**config.mk**
```make
export PLATFORM = sky130hd
export DESIGN_NAME = sram_burst_ctrl_flat
export DESIGN_NICKNAME = d
export VERILOG_FILES = /design/src/rtl/sram_burst_ctrl_if.sv /design/src/rtl/sram_burst_ctrl.sv /design/src/flat_wrapper.sv
export SDC_FILE = /design/constraint.sdc
export NUM_CORES = 1
export LEC_CHECK = 0
export ABC_AREA = 1
export CORE_ASPECT_RATIO = 1.1
export CORE_MARGIN = 10
export CORE_UTILIZATION = 45
export DETAILED_ROUTE_END_ITERATION = 16
export DONT_BUFFER_PORTS = 1
export GPL_TIMING_DRIVEN = 1
export MAX_ROUTING_LAYER = met4
export PLACE_DENSITY = 0.64
export SLEW_MARGIN = 20
export SYNTH_ARGS = -nofsm -noshare
export SYNTH_HDL_FRONTEND = slang
export SYNTH_SLANG_ARGS = --single-unit
```
**constraint.sdc**
```tcl
create_clock -name clk -period 4.4 [get_ports clk]
set_input_delay 0.88 -clock clk [delete_from_list [all_inputs] [get_ports clk]]
set_output_delay 0.88 -clock clk [all_outputs]
set_load 0.05 [all_outputs]
```
**src/rtl/sram_burst_ctrl_if.sv**
```systemverilog
// Command / write-stream / read-stream bundle of the SRAM burst controller.
// The controller takes the slave side; the command source and data consumer take the master side.
interface sram_burst_ctrl_if #(
  parameter int LEN_W = 8
);
  logic             cmd_valid;
  logic             cmd_ready;
  logic             cmd_write;
  logic [18:0]      cmd_addr;
  logic [LEN_W-1:0] cmd_len;
  logic [1:0]       cmd_be;
  logic             wr_valid;
  logic             wr_ready;
  logic [15:0]      wr_data;
  logic             rd_valid;
  logic             rd_ready;
  logic [15:0]      rd_data;
  logic             rd_last;
  logic             busy;

  modport slave (
    input  cmd_valid, cmd_write, cmd_addr, cmd_len, cmd_be,
    input  wr_valid, wr_data, rd_ready,
    output cmd_ready, wr_ready, rd_valid, rd_data, rd_last, busy
  );

  modport master (
    output cmd_valid, cmd_write, cmd_addr, cmd_len, cmd_be,
    output wr_valid, wr_data, rd_ready,
    input  cmd_ready, wr_ready, rd_valid, rd_data, rd_last, busy
  );
endinterface

```
**src/rtl/sram_burst_ctrl.sv**
```systemverilog
// Burst request controller in front of the ICOBOARD SRAM pin-access stage: one access slot per
// clk cycle, sram_* driven from registers, read words captured into a small FIFO with backpressure.
module sram_burst_ctrl #(
  parameter int LEN_W      = 8,
  parameter int RBUF_DEPTH = 2
) (
  input  logic                 clk,
  input  logic                 rst,
  sram_burst_ctrl_if.slave     bus,
  output logic [18:0]          sram_address,
  output logic                 sram_write_enable,
  output logic                 sram_lower_byte,
  output logic                 sram_upper_byte,
  output logic [15:0]          sram_write_data,
  input  logic [15:0]          sram_read_data
);

  localparam int PW = (RBUF_DEPTH > 1) ? $clog2(RBUF_DEPTH) : 1;
  localparam int CW = $clog2(RBUF_DEPTH + 1);
  localparam logic [LEN_W-1:0] LEN_ZERO  = {LEN_W{1'b0}};
  localparam logic [LEN_W-1:0] LEN_ONE   = LEN_W'(1);
  localparam logic [CW:0]      OCC_LIMIT = (CW + 1)'(RBUF_DEPTH);

  typedef enum logic [1:0] {
    IDLE  = 2'd0,
    WRITE = 2'd1,
    READ  = 2'd2
  } state_t;

  state_t           state;
  logic [18:0]      cur_addr;
  logic [LEN_W-1:0] remaining;
  logic [1:0]       be;
  logic             in_flight;
  logic             in_flight_last;

  logic [15:0]      buf_data [RBUF_DEPTH];
  logic             buf_last [RBUF_DEPTH];
  logic [PW-1:0]    head;
  logic [PW-1:0]    tail;
  logic [CW-1:0]    count;

  logic             pop;
  logic             push;
  logic [CW:0]      occ;
  logic             room;

  function automatic logic [PW-1:0] ptr_next(input logic [PW-1:0] p);
    if (p == PW'(RBUF_DEPTH - 1)) begin
      return {PW{1'b0}};
    end else begin
      return p + PW'(1);
    end
  endfunction

  assign pop  = (count != {CW{1'b0}}) && bus.rd_ready;
  assign push = in_flight;

  // A new read slot is allowed only if its word is guaranteed a free entry when it lands.
  always_comb begin
    occ  = {1'b0, count} - {{CW{1'b0}}, pop} + {{CW{1'b0}}, in_flight};
    room = (occ < OCC_LIMIT);
  end

  assign bus.cmd_ready = (state == IDLE) && !rst;
  assign bus.wr_ready  = (state == WRITE);
  assign bus.rd_valid  = (count != {CW{1'b0}});
  assign bus.rd_data   = buf_data[head];
  assign bus.rd_last   = buf_last[head];
  assign bus.busy      = (state != IDLE) || (count != {CW{1'b0}}) || in_flight;

  // Burst FSM and SRAM slot registers; every cycle defaults to a bubble slot.
  always_ff @(posedge clk or posedge rst) begin
    if (rst) begin
      state             <= IDLE;
      cur_addr          <= 19'd0;
      remaining         <= LEN_ZERO;
      be                <= 2'b00;
      in_flight         <= 1'b0;
      in_flight_last    <= 1'b0;
      sram_address      <= 19'd0;
      sram_write_enable <= 1'b0;
      sram_lower_byte   <= 1'b0;
      sram_upper_byte   <= 1'b0;
      sram_write_data   <= 16'd0;
    end else begin
      in_flight         <= 1'b0;
      in_flight_last    <= 1'b0;
      sram_write_enable <= 1'b0;
      sram_lower_byte   <= 1'b0;
      sram_upper_byte   <= 1'b0;
      case (state)
        IDLE: begin
          if (bus.cmd_valid) begin
            be <= bus.cmd_be;
            if (bus.cmd_write) begin
              cur_addr  <= bus.cmd_addr;
              remaining <= bus.cmd_len;
              state     <= WRITE;
            end else if (room) begin
              // First read slot goes out on the handshake edge itself.
              sram_address    <= bus.cmd_addr;
              sram_lower_byte <= 1'b1;
              sram_upper_byte <= 1'b1;
              in_flight       <= 1'b1;
              in_flight_last  <= (bus.cmd_len == LEN_ZERO);
              cur_addr        <= bus.cmd_addr + 19'd1;
              remaining       <= bus.cmd_len - LEN_ONE;
              state           <= (bus.cmd_len == LEN_ZERO) ? IDLE : READ;
            end else begin
              cur_addr  <= bus.cmd_addr;
              remaining <= bus.cmd_len;
              state     <= READ;
            end
          end
        end
        WRITE: begin
          if (bus.wr_valid) begin
            sram_address      <= cur_addr;
            sram_write_data   <= bus.wr_data;
            sram_write_enable <= 1'b1;
            sram_lower_byte   <= be[0];
            sram_upper_byte   <= be[1];
            cur_addr          <= cur_addr + 19'd1;
            remaining         <= remaining - LEN_ONE;
            if (remaining == LEN_ZERO) begin
              state <= IDLE;
            end
          end
        end
        READ: begin
          if (room) begin
            sram_address    <= cur_addr;
            sram_lower_byte <= 1'b1;
            sram_upper_byte <= 1'b1;
            in_flight       <= 1'b1;
            in_flight_last  <= (remaining == LEN_ZERO);
            cur_addr        <= cur_addr + 19'd1;
            remaining       <= remaining - LEN_ONE;
            if (remaining == LEN_ZERO) begin
              state <= IDLE;
            end
          end
        end
        default: begin
          state <= IDLE;
        end
      endcase
    end
  end

  // Read buffer: the in-flight word lands at the edge closing its slot, independent of state.
  always_ff @(posedge clk or posedge rst) begin
    if (rst) begin
      head  <= {PW{1'b0}};
      tail  <= {PW{1'b0}};
      count <= {CW{1'b0}};
      for (int i = 0; i < RBUF_DEPTH; i++) begin
        buf_data[i] <= 16'd0;
        buf_last[i] <= 1'b0;
      end
    end else begin
      if (push) begin
        buf_data[tail] <= sram_read_data;
        buf_last[tail] <= in_flight_last;
        tail           <= ptr_next(tail);
      end
      if (pop) begin
        head <= ptr_next(head);
      end
      count <= count + {{(CW-1){1'b0}}, push} - {{(CW-1){1'b0}}, pop};
    end
  end

endmodule

```
**src/flat_wrapper.sv**
```systemverilog
// flat-port wrapper written by rule: the top's interface ports become plain ports
module sram_burst_ctrl_flat 
#(
  parameter int LEN_W      = 8,
  parameter int RBUF_DEPTH = 2
)
  (clk, rst, sram_address, sram_write_enable, sram_lower_byte, sram_upper_byte, sram_write_data, sram_read_data, bus_cmd_valid, bus_cmd_write, bus_cmd_addr, bus_cmd_len, bus_cmd_be, bus_wr_valid, bus_wr_data, bus_rd_ready, bus_cmd_ready, bus_wr_ready, bus_rd_valid, bus_rd_data, bus_rd_last, bus_busy);
  sram_burst_ctrl_if #(.LEN_W(LEN_W)) bus_i ();
  input  logic clk;
  input  logic rst;
  output logic [18:0] sram_address;
  output logic sram_write_enable;
  output logic sram_lower_byte;
  output logic sram_upper_byte;
  output logic [15:0] sram_write_data;
  input  logic [15:0] sram_read_data;
  input wire logic [$bits(bus_i.cmd_valid)-1:0] bus_cmd_valid;
  input wire logic [$bits(bus_i.cmd_write)-1:0] bus_cmd_write;
  input wire logic [$bits(bus_i.cmd_addr)-1:0] bus_cmd_addr;
  input wire logic [$bits(bus_i.cmd_len)-1:0] bus_cmd_len;
  input wire logic [$bits(bus_i.cmd_be)-1:0] bus_cmd_be;
  input wire logic [$bits(bus_i.wr_valid)-1:0] bus_wr_valid;
  input wire logic [$bits(bus_i.wr_data)-1:0] bus_wr_data;
  input wire logic [$bits(bus_i.rd_ready)-1:0] bus_rd_ready;
  output wire logic [$bits(bus_i.cmd_ready)-1:0] bus_cmd_ready;
  output wire logic [$bits(bus_i.wr_ready)-1:0] bus_wr_ready;
  output wire logic [$bits(bus_i.rd_valid)-1:0] bus_rd_valid;
  output wire logic [$bits(bus_i.rd_data)-1:0] bus_rd_data;
  output wire logic [$bits(bus_i.rd_last)-1:0] bus_rd_last;
  output wire logic [$bits(bus_i.busy)-1:0] bus_busy;
  assign bus_i.cmd_valid = bus_cmd_valid;
  assign bus_i.cmd_write = bus_cmd_write;
  assign bus_i.cmd_addr = bus_cmd_addr;
  assign bus_i.cmd_len = bus_cmd_len;
  assign bus_i.cmd_be = bus_cmd_be;
  assign bus_i.wr_valid = bus_wr_valid;
  assign bus_i.wr_data = bus_wr_data;
  assign bus_i.rd_ready = bus_rd_ready;
  assign bus_cmd_ready = bus_i.cmd_ready;
  assign bus_wr_ready = bus_i.wr_ready;
  assign bus_rd_valid = bus_i.rd_valid;
  assign bus_rd_data = bus_i.rd_data;
  assign bus_rd_last = bus_i.rd_last;
  assign bus_busy = bus_i.busy;
  sram_burst_ctrl #(.LEN_W(LEN_W), .RBUF_DEPTH(RBUF_DEPTH)) u_core (.clk(clk), .rst(rst), .bus(bus_i), .sram_address(sram_address), .sram_write_enable(sram_write_enable), .sram_lower_byte(sram_lower_byte), .sram_upper_byte(sram_upper_byte), .sram_write_data(sram_write_data), .sram_read_data(sram_read_data));
endmodule
```
==> metrics <==
global router's overall resource usage=0.177; crit path capture type=register; share of post-route cells with drive strength above 1=0.0590; combinational family with the most area after synthesis=simple AND/OR/NAND/NOR gates; Synth Cell Area=6240 um2; Final GP Congestion=0.905; proportion of synthesized chip area in sequential cells=0.437; share of synthesized flip-flops with an asynchronous set or reset=1.00; number of detailed-route iterations in the first pass=5; antenna diode instance count=0; multiplexer share of the synthesized area=0.00361; cell total after placement=1053; maximum clock path buffer count=2; area fraction in compound gates after synthesis=0.113; die area=19000 um2; post-layout minimum cycle time=3.39 ns; # Post-CTS Setup Buffers=0; clock input transition at the sequential cells of the worst setup and hold paths=0.07 ns; post-synth net total=966; cts bufs inserted=9; Post-Route Setup TNS=0 ns; Area Overhead vs Synth=7.47%; proportion of netlist area held by the largest area contributor=0.437; uppermost layer routed=met4; remaining number of nets flagged by the antenna check after routing=0; hold violation count in the final report=0; Clk Tree Root Cell=sky130_fd_sc_hd__clkbuf_16; period utilization=0.770; Final Non-Filler Cells=1069; starting density of the core=0.456; largest cells by area after synthesis=sky130_fd_sc_hd__dfrtp_1 44%, sky130_fd_sc_hd__nand2_1 21%, sky130_fd_sc_hd__o21ai_0 6.9%; DIE HEIGHT=144 um; routed wl met3=1.19 mm; maximum number of pins on one net before global-route repair=51; count of cell types in the netlist=39; arrival time reported for the critical path endpoint=3.67 ns; number of slew-limit violations in the final report=0; final wirelength=16.5 mm; Hold Crit Class=in2async; placement-stage cell area=6400 um2; normalized max-slew margin=0.298; DRC=0; fraction of the mapped netlist area in simple logic gates=0.322; clock latency on the worst-skew pair=0.36 ns; final setup fails=0; first-pass GRT wire length=26.5 mm; commonest register cell after synthesis=sky130_fd_sc_hd__dfrtp_1; post-placement setup slack=1.01 ns; count of buffers from port buffering=0; Finished Cell Area=6710 um2; post-route setup slack=1.01 ns; WL/cell=15.5 um; count of routing violations after the opening detailed-route iteration=459; routed vias=5439; leakage power of the design=0.00339 uW; number of antenna violations at the first check in global routing=0; number of warning messages in the yosys log=0; core region area=13700 um2; fraction of synthesized cell area in xor and xnor cells=0.0140; setup repair after global routing missed its margin=false; overall power after layout=6010 uW; Peak VDD IR=0.301 mV; Setup Crit Path Kind=reg2reg; Max Fanout on Critical Path=38; number of clock sinks=109; highest achievable clock rate=0.295 GHz; Routed met2 length=8.00 mm; count of filler cells inserted in the layout=1437; synthesized instance count=888; hold buffer count at CTS=0; die width=132 um; overall overflow remaining after global route=0; startpoint kind of the worst setup timing path=register; Adder-Cell Fraction of Synth Area=0.0232; number of standard-cell rows in the floorplan=45; count of nets after finishing=954; Fin Clk Skew=0.00606 ns; detailed-route wire length on metal 1=7.13 mm; outcome=complete, no violations; average cell area after synthesis=7.03 um2; via density per instance=5.09; Critical Path RT=4.69 ns; number of top-level pins=126; number of enable-type register cells in the synthesized netlist=0; TritonCTS clock tree=yes; HPWL after DPL=12.3 mm; deepest level of the CTS H-tree=3; count of instances resized after the clock tree is built=0; Seq cells post-synth=109; Worst Max-Slew Pin Slew=1.05 ns; biggest area consumer among synthesized cells=sky130_fd_sc_hd__dfrtp_1; max-capacitance violation count=0; areal power density over the cells=896 nW/um2; via count of the first global-routing pass=5030
-- cells by family after synthesis --
group,Yosys count
AND/OR/NAND/NOR,491
buffers and inverters,137
AO/OA/AOI/OAI,128
flip-flops,109
adder cells (fa/ha/maj),11
XOR/XNOR,10
multiplexers,2
-- final timing paths --
check,start,endpoint,slack [ns],cells after the start
setup reg to reg,u_core.count[1],u_core.sram_address[7],1.01,14
setup / recovery,u_core.count[1],u_core.sram_address[7],1.01,14
min in group clk,u_core.buf_data[2],u_core.buf_data[2],0.49,2
hold reg to reg,u_core.buf_data[2],u_core.buf_data[2],0.49,2
max in group asynchronous,rst,u_core.cur_addr[10],3.05,2
hold / removal,rst,u_core.sram_write_data[11],0.47,1
-- per-stage QoR --
stage                     hold slack, ns   util
after floorplan                    0.453      -
after CTS                          0.489  0.491
final                              0.471  0.491
after global routing               0.500  0.491
after global placement             0.466  0.468
after detailed placement           0.473  0.468
-- layout make-up --
cell class                 instances  area, um2  area share
multi-input combinational        642       2980       0.444
sequential                       109       2730       0.406
inverter                         105        397      0.0591
clock buffer                      10        239      0.0356
tap                              188        235      0.0350
clock inverter                     6       68.8      0.0103
timing repair buffer               9       67.6      0.0101
-- state kept, by name, summed over array words and instances, names as in the netlist --
register / count
u_core.sram_lower_byte: 1
u_core.remaining: 8
u_core.buf_last: 2
u_core.sram_upper_byte: 1
u_core.be: 2
u_core.count: 2
u_core.in_flight_last: 1
u_core.sram_write_data: 16
u_core.sram_address: 19
u_core.buf_data: 32
u_core.in_flight: 1
u_core.tail: 1
u_core.cur_addr: 19
u_core.head: 1
u_core.state: 2
u_core.sram_write_enable: 1
-- Yosys cell counts, drive strengths merged (3+ instances only) --
cell	instances
a21oi	22
buf	10
clkbuf	22
dfrtp	109
ha	10
inv	103
nand2	351
nand3	47
nand3b	3
nand4	14
nor2	65
nor3	7
o21ai	97
o22ai	3
xor2	9
-- metal layers --
metal	global-route usage	up-vias
li1	-	2765
met1	0.214	2497
met2	0.289	164
met3	0.0429	13
met4	0.0550	0
met5	-	-
-- layout by cell type, fill, tap and decap left out, types with 2 or more instances in the layout --
master,count
sky130_fd_sc_hd__nand3b_1,3
sky130_fd_sc_hd__o22ai_1,3
sky130_fd_sc_hd__a21oi_1,21
sky130_fd_sc_hd__and2_0,2
sky130_fd_sc_hd__nand4_1,13
sky130_fd_sc_hd__xor2_1,9
sky130_fd_sc_hd__o21ai_0,86
sky130_fd_sc_hd__inv_1,98
sky130_fd_sc_hd__mux2_2,2
sky130_fd_sc_hd__nand2_1,348
sky130_fd_sc_hd__nor2_1,63
sky130_fd_sc_hd__clkinv_1,2
sky130_fd_sc_hd__clkbuf_16,9
sky130_fd_sc_hd__buf_4,9
sky130_fd_sc_hd__nor3_1,7
sky130_fd_sc_hd__ha_1,10
sky130_fd_sc_hd__o211ai_1,2
sky130_fd_sc_hd__nand2_2,2
sky130_fd_sc_hd__nand3_1,46
sky130_fd_sc_hd__inv_6,2
sky130_fd_sc_hd__dfrtp_1,109
sky130_fd_sc_hd__a21boi_0,2
sky130_fd_sc_hd__o21ai_2,11
sky130_fd_sc_hd__inv_2,4
-- power by group --
part | switching, uW | internal, uW
logic | 2000 | 772
clock network | 387 | 462
registers | 914 | 1480
total | 3300 | 2710
-- worst max-delay path, cell delays in order, from the launching register on --
cell and delay (ns):
sky130_fd_sc_hd__dfrtp_1 0.40, sky130_fd_sc_hd__nor2_1 0.16, sky130_fd_sc_hd__inv_1 0.25, sky130_fd_sc_hd__nand2_1 0.18, sky130_fd_sc_hd__inv_1 0.06, sky130_fd_sc_hd__ha_1 0.27, sky130_fd_sc_hd__inv_1 0.04, sky130_fd_sc_hd__ha_1 0.18
sky130_fd_sc_hd__fa_1 0.47, sky130_fd_sc_hd__inv_1 0.17, sky130_fd_sc_hd__nand4_2 0.31, sky130_fd_sc_hd__a21oi_4 0.23, sky130_fd_sc_hd__buf_4 0.38, sky130_fd_sc_hd__nand2_1 0.14, sky130_fd_sc_hd__o21ai_2 0.08
Note: power is estimated with default switching activity, not from simulation.
